### src/rtl/fetch_hazard_sequencer.sv
// rtl/fetch_hazard_sequencer.sv - fetch-stage sequencer: boot hold, load-use stall, EX redirect squash
// Optional perf counters enabled by defining FETCH_PERF_EN.
module fetch_hazard_sequencer #(
  parameter int BOOT_CYCLES = 2,
  parameter int SQUASH_LEN  = 1
) (
  input  logic        clock_i,
  input  logic        reset_i,
  input  logic [4:0]  id_rs1_i,
  input  logic [4:0]  id_rs2_i,
  input  logic        id_uses_rs1_i,
  input  logic        id_uses_rs2_i,
  input  logic [4:0]  ex_rd_i,
  input  logic        ex_mem_read_i,
  input  logic        ex_branch_taken_i,
  input  logic        ex_jal_i,
  input  logic        ex_jalr_i,
  output logic        pc_write_o,
  output logic [1:0]  pc_source_o,
  output logic        if_id_write_o,
  output logic        if_id_flush_o,
  output logic        id_ex_flush_o,
  output logic [31:0] stall_count_o,
  output logic [31:0] squash_count_o
);

  localparam int BW = (BOOT_CYCLES > 1) ? $clog2(BOOT_CYCLES) : 1;
  localparam int SW = (SQUASH_LEN  > 1) ? $clog2(SQUASH_LEN)  : 1;

  localparam logic [1:0] SRC_PC4    = 2'd0;
  localparam logic [1:0] SRC_JALR   = 2'd1;
  localparam logic [1:0] SRC_BRANCH = 2'd2;
  localparam logic [1:0] SRC_JAL    = 2'd3;

  typedef enum logic [1:0] {
    ST_BOOT   = 2'd0,
    ST_RUN    = 2'd1,
    ST_SQUASH = 2'd2
  } state_e;

  state_e          state_q, state_d;
  logic [BW-1:0]   boot_cnt_q, boot_cnt_d;
  logic [SW-1:0]   squash_cnt_q, squash_cnt_d;

  logic            redirect;
  logic            load_use;
  logic [1:0]      redirect_src;

  // Hazard detection from the ID and EX stage fields.
  always_comb begin
    redirect = ex_jal_i | ex_jalr_i | ex_branch_taken_i;
    load_use = ex_mem_read_i && (ex_rd_i != 5'd0) &&
               ((id_uses_rs1_i && (id_rs1_i == ex_rd_i)) ||
                (id_uses_rs2_i && (id_rs2_i == ex_rd_i)));
    // JAL beats JALR beats a taken branch when several fire together.
    if (ex_jal_i)       redirect_src = SRC_JAL;
    else if (ex_jalr_i) redirect_src = SRC_JALR;
    else                redirect_src = SRC_BRANCH;
  end

  // State, boot counter and squash counter registers.
  always_ff @(posedge clock_i) begin
    if (reset_i) begin
      state_q      <= ST_BOOT;
      boot_cnt_q   <= BW'(BOOT_CYCLES - 1);
      squash_cnt_q <= '0;
    end else begin
      state_q      <= state_d;
      boot_cnt_q   <= boot_cnt_d;
      squash_cnt_q <= squash_cnt_d;
    end
  end

  // Next-state and pipeline control outputs.
  always_comb begin
    state_d       = state_q;
    boot_cnt_d    = boot_cnt_q;
    squash_cnt_d  = squash_cnt_q;
    pc_write_o    = 1'b0;
    pc_source_o   = SRC_PC4;
    if_id_write_o = 1'b0;
    if_id_flush_o = 1'b1;
    id_ex_flush_o = 1'b1;
    case (state_q)
      ST_BOOT: begin
        // Fetch is frozen and both pipe registers are flushed while memory primes.
        if (boot_cnt_q == '0) state_d = ST_RUN;
        else                  boot_cnt_d = boot_cnt_q - 1'b1;
      end
      ST_RUN: begin
        if (redirect) begin
          // Redirect wins over a coincident load-use: the stalled instruction is squashed anyway.
          pc_write_o    = 1'b1;
          pc_source_o   = redirect_src;
          if_id_write_o = 1'b1;
          if_id_flush_o = 1'b1;
          id_ex_flush_o = 1'b1;
          state_d       = ST_SQUASH;
          squash_cnt_d  = SW'(SQUASH_LEN - 1);
        end else if (load_use) begin
          // Hold PC and IF/ID, inject one bubble into EX.
          pc_write_o    = 1'b0;
          if_id_write_o = 1'b0;
          if_id_flush_o = 1'b0;
          id_ex_flush_o = 1'b1;
        end else begin
          pc_write_o    = 1'b1;
          if_id_write_o = 1'b1;
          if_id_flush_o = 1'b0;
          id_ex_flush_o = 1'b0;
        end
      end
      ST_SQUASH: begin
        // Wrong-path words still emerging from the fetch register are turned into NOPs.
        pc_write_o    = 1'b1;
        if_id_write_o = 1'b1;
        if_id_flush_o = 1'b1;
        id_ex_flush_o = 1'b0;
        if (squash_cnt_q == '0) state_d = ST_RUN;
        else                    squash_cnt_d = squash_cnt_q - 1'b1;
      end
      default: begin
        state_d    = ST_BOOT;
        boot_cnt_d = BW'(BOOT_CYCLES - 1);
      end
    endcase
  end

`ifdef FETCH_PERF_EN
  logic [31:0] stall_count_q;
  logic [31:0] squash_count_q;

  // Count stall and redirect events seen only while running.
  always_ff @(posedge clock_i) begin
    if (reset_i) begin
      stall_count_q  <= '0;
      squash_count_q <= '0;
    end else if (state_q == ST_RUN) begin
      if (redirect)      squash_count_q <= squash_count_q + 32'd1;
      else if (load_use) stall_count_q  <= stall_count_q + 32'd1;
    end
  end

  assign stall_count_o  = stall_count_q;
  assign squash_count_o = squash_count_q;
`else
  assign stall_count_o  = 32'd0;
  assign squash_count_o = 32'd0;
`endif

endmodule

### config.mk
export PLATFORM = sky130hd
export DESIGN_NAME = fetch_hazard_sequencer
export DESIGN_NICKNAME = d
export VERILOG_FILES = /design/src/rtl/fetch_hazard_sequencer.sv
export SDC_FILE = /design/constraint.sdc
export NUM_CORES = 1
export LEC_CHECK = 0
export CORE_AREA = 4 4 61 63
export DETAILED_ROUTE_END_ITERATION = 6
export DIE_AREA = 0 0 65 67
export PLACE_DENSITY = 0.77
export SYNTH_ARGS = -nofsm -noshare
export SYNTH_HDL_FRONTEND = slang
export SYNTH_SLANG_ARGS = --single-unit
export TNS_END_PERCENT = 50
### constraint.sdc
create_clock -name clock_i -period 2.3 [get_ports clock_i]
set_input_delay 0.46 -clock clock_i [delete_from_list [all_inputs] [get_ports clock_i]]
set_output_delay 0.46 -clock clock_i [all_outputs]
set_load 0.03 [all_outputs]
==> run metrics <==
run status completed; sw frac 53.4%; drt pass-1 iters 2; CP arrival around 1.8 ns; CTS buffer count 3; Worst EP required 1.84 ns; Seq/Total Area, Yosys 6.82%; commonest non-fill, non-tap cell in the layout conb_1; Reg2Reg Setup Slack roughly 0.79 ns; Peak VDD IR around 470 uV; drt via density roughly 3.2; crit path max fanout 2; crit-path max cell delay between 0.5 and 0.6 ns; Initial Util between 20% and 30%; PortBufs 28; Reg clk slew, reported paths ~0.040 ns; clock share of power 11.8%; most area-hungry cell type in the Yosys netlist buf_4; nets between 150 and 200; GPL Wtd Cong roughly 0.75; Crit Path Class primary input to output port; NetSw a little over 0.0004 W; Hold Crit Start boot_cnt_q; CTS HTree Levels 1; Combinational Power Share 75.2%; Tmin final around 2.3 ns; commonest non-fill, non-tap cells in the layout conb_1 (64), buf_4 (12), xnor2_1 (10); Syn Area/Cell between 7 and 8 um2; Total GRT Usage about 6.7%; skew final 0.00235 ns; num ports 93; die area ~4400 um2; area occupied by multi-input gates ~600 um2; start of the worst register-to-register path state_q[1]; clk root buf clkbuf_4; initial antenna violation count 0; most frequent CP cell buf_6; final wirelength roughly 1.8 mm; crit path cell chain buf_8 > or4_4 > o21a_1 > buf_6 > a41oi_4 > buf_6; HPWL after DPL roughly 1.5 mm; Max Root-Sink Buffers 2; Yosys warnings 0; Power Total ~0.00076 W; number of global-route vias before repair around 540; wire per inst just under 9 um; Synth area leaders buf_4 (55%), xnor2_1 (9.9%), ha_1 (7.1%), dfxtp_1 (6.8%), mux2i_1 (3.4%); n_diodes 0; first-pass GRT wire length ~2.3 mm; total grt overflow 0; DRC viols 0; HP Class flip-flop to flip-flop; Cell Int Power 0.000355 W; final hold viol count 0; P_leak approximately 0.6 nW; final setup margin around 0.027 ns; synthesized cell area between 800 and 900 um2; Max Cap Viol 0; Tcrit/Tclk final between 90 and 100%; highest-delay cell along the critical path or4_4; fraction of layout cells with a size suffix above 1 17.6%; Skew-Pair Late Insertion Delay roughly 0.23 ns; share of power burned in registers between 10% and 20%; Die H about 67 um; CORE AREA between 3000 and 4000 um2; setup slack after placement -0.642 ns; PD cells 693 nW/um2; initial drt markers 7; Antenna Violating Nets Remaining 0; synthesis-to-layout area growth 24.6%; CTS tree yes; CP startpoint kind primary input; Worst Hold Depth 2; top-area cell type share of the netlist area about 55%; Netlist cell types 23; cells after synthesis 113; CP Capture Type output port; via count 641; RSZ-0062 raised after global routing yes; RR Endpoint state_q[0]; Max Slew Vio Count 0; final setup vio count 0; #FFs+latches synth 3; largest net degree at the start of global routing 7; WHS Endpoint boot_cnt_q; Max Clk Rate 440 MHz; cells on worst reg2reg path 6; DIE WIDTH approximately 65 um; FILL cells 360; Clock Sinks 3; Seq. cell area roughly 60 um2; Rows 21
## layer usage
metal / GRT usage, % / wire length (um) / up-vias
li1: - / - / 311
met4: 0.792 / 0 / 0
met5: 0 / 0 / -
met3: 3.37 / 270 / 0
met1: 6.67 / 559 / 280
met2: 12.9 / 939 / 50
## layout make-up
cell class	count	area share [%]
Tap cell	46	5.25
Sequential cell	3	5.47
Timing Repair Buffer	39	32.3
Inverter	4	1.37
Clock buffer	4	2.39
Multi-Input combinational cell	103	53.2
## registers in the layout, summed over array words and instances, names as in the netlist
register    flops
boot_cnt_q      1
state_q         2
## power groups by stage
| stage | Sequential, W | Clock (W) | Combinational [W] |
|---|---|---|---|
| floorplan | 0.0000940 | 0 | 0.000499 |
| global placement | 0.0000980 | 0 | 0.000554 |
| detailed placement | 0.000100 | 0 | 0.000560 |
| CTS | 0.0000997 | 0.0000947 | 0.000575 |
| global route | 0.000105 | 0.000105 | 0.000625 |
| finish | 0.0000993 | 0.0000897 | 0.000572 |
## cells by family (layout without fill, tap and decap cells)
kind of cell	count (synthesis)	count (layout)	share of synthesized area [%]
AND/OR/NAND/NOR	11	11	6.39
buffers and inverters	70	47	57.5
multiplexers	3	3	3.41
flip-flops	3	3	6.82
XOR/XNOR	10	10	9.94
AO/OA/AOI/OAI	10	10	8.38
other	1	64	0.426
adder cells (fa/ha/maj)	5	5	7.10
## synthesized netlist by cell type
master	number
nor2b_1	1
dfxtp_1	3
o22ai_1	1
or4_1	1
o21a_1	3
nor2_1	1
o21ai_0	1
a31o_1	1
ha_1	5
nand4_1	2
nor3_1	1
nand2_1	4
a211o_1	1
a22o_1	1
xnor2_1	10
a21oi_1	1
a41oi_1	1
clkbuf_1	1
conb_1	1
buf_4	65
nand2b_1	1
mux2i_1	3
inv_1	4
## critical path: cells and delay by family
kind | cells | cell delay (ns)
AO/OA/AOI/OAI | 2 | 0.45
buffers and inverters | 3 | 0.39
AND/OR/NAND/NOR | 1 | 0.51
## timing repair
| action | 4_1_cts | 5_1_grt |
|---|---|---|
| setup buffers | 0 | 2 |
| setup endpoints to repair | 4 | 4 |
| pin swaps | 10 | 10 |
| hold buffers | 0 | 0 |
| gates resized for setup | 28 | 12 |
## per-stage QoR
stage          instance area [um2]  util [%]  cells  hold WS, ns  setup TNS (ns)
3_3_place_gp                  1030      31.8    193        0.471           -1.56
5_1_grt                       1100      34.0    199        0.525         -0.0221
4_1_cts                       1060      32.9    197        0.501         -0.0194
6_report                      1100      34.0    199        0.489               0
3_5_place_dp                  1030      31.8    193        0.493           -1.56
2_1_floorplan                 1120         -    176        0.448               0
## how the worst max path moves through the flow
stage               cells past startpoint  slack (ns)       endpoint        start
floorplan                               4        0.03     pc_write_o   ex_rd_i[1]
global placement                        5       -0.65  id_ex_flush_o   ex_rd_i[1]
detailed placement                      5       -0.64  id_ex_flush_o   ex_rd_i[1]
CTS                                     6       -0.02  id_ex_flush_o  id_rs2_i[0]
global route                            6       -0.01     pc_write_o   ex_rd_i[1]
finish                                  6        0.03     pc_write_o   ex_rd_i[1]
(Power assumes the default switching activity.)
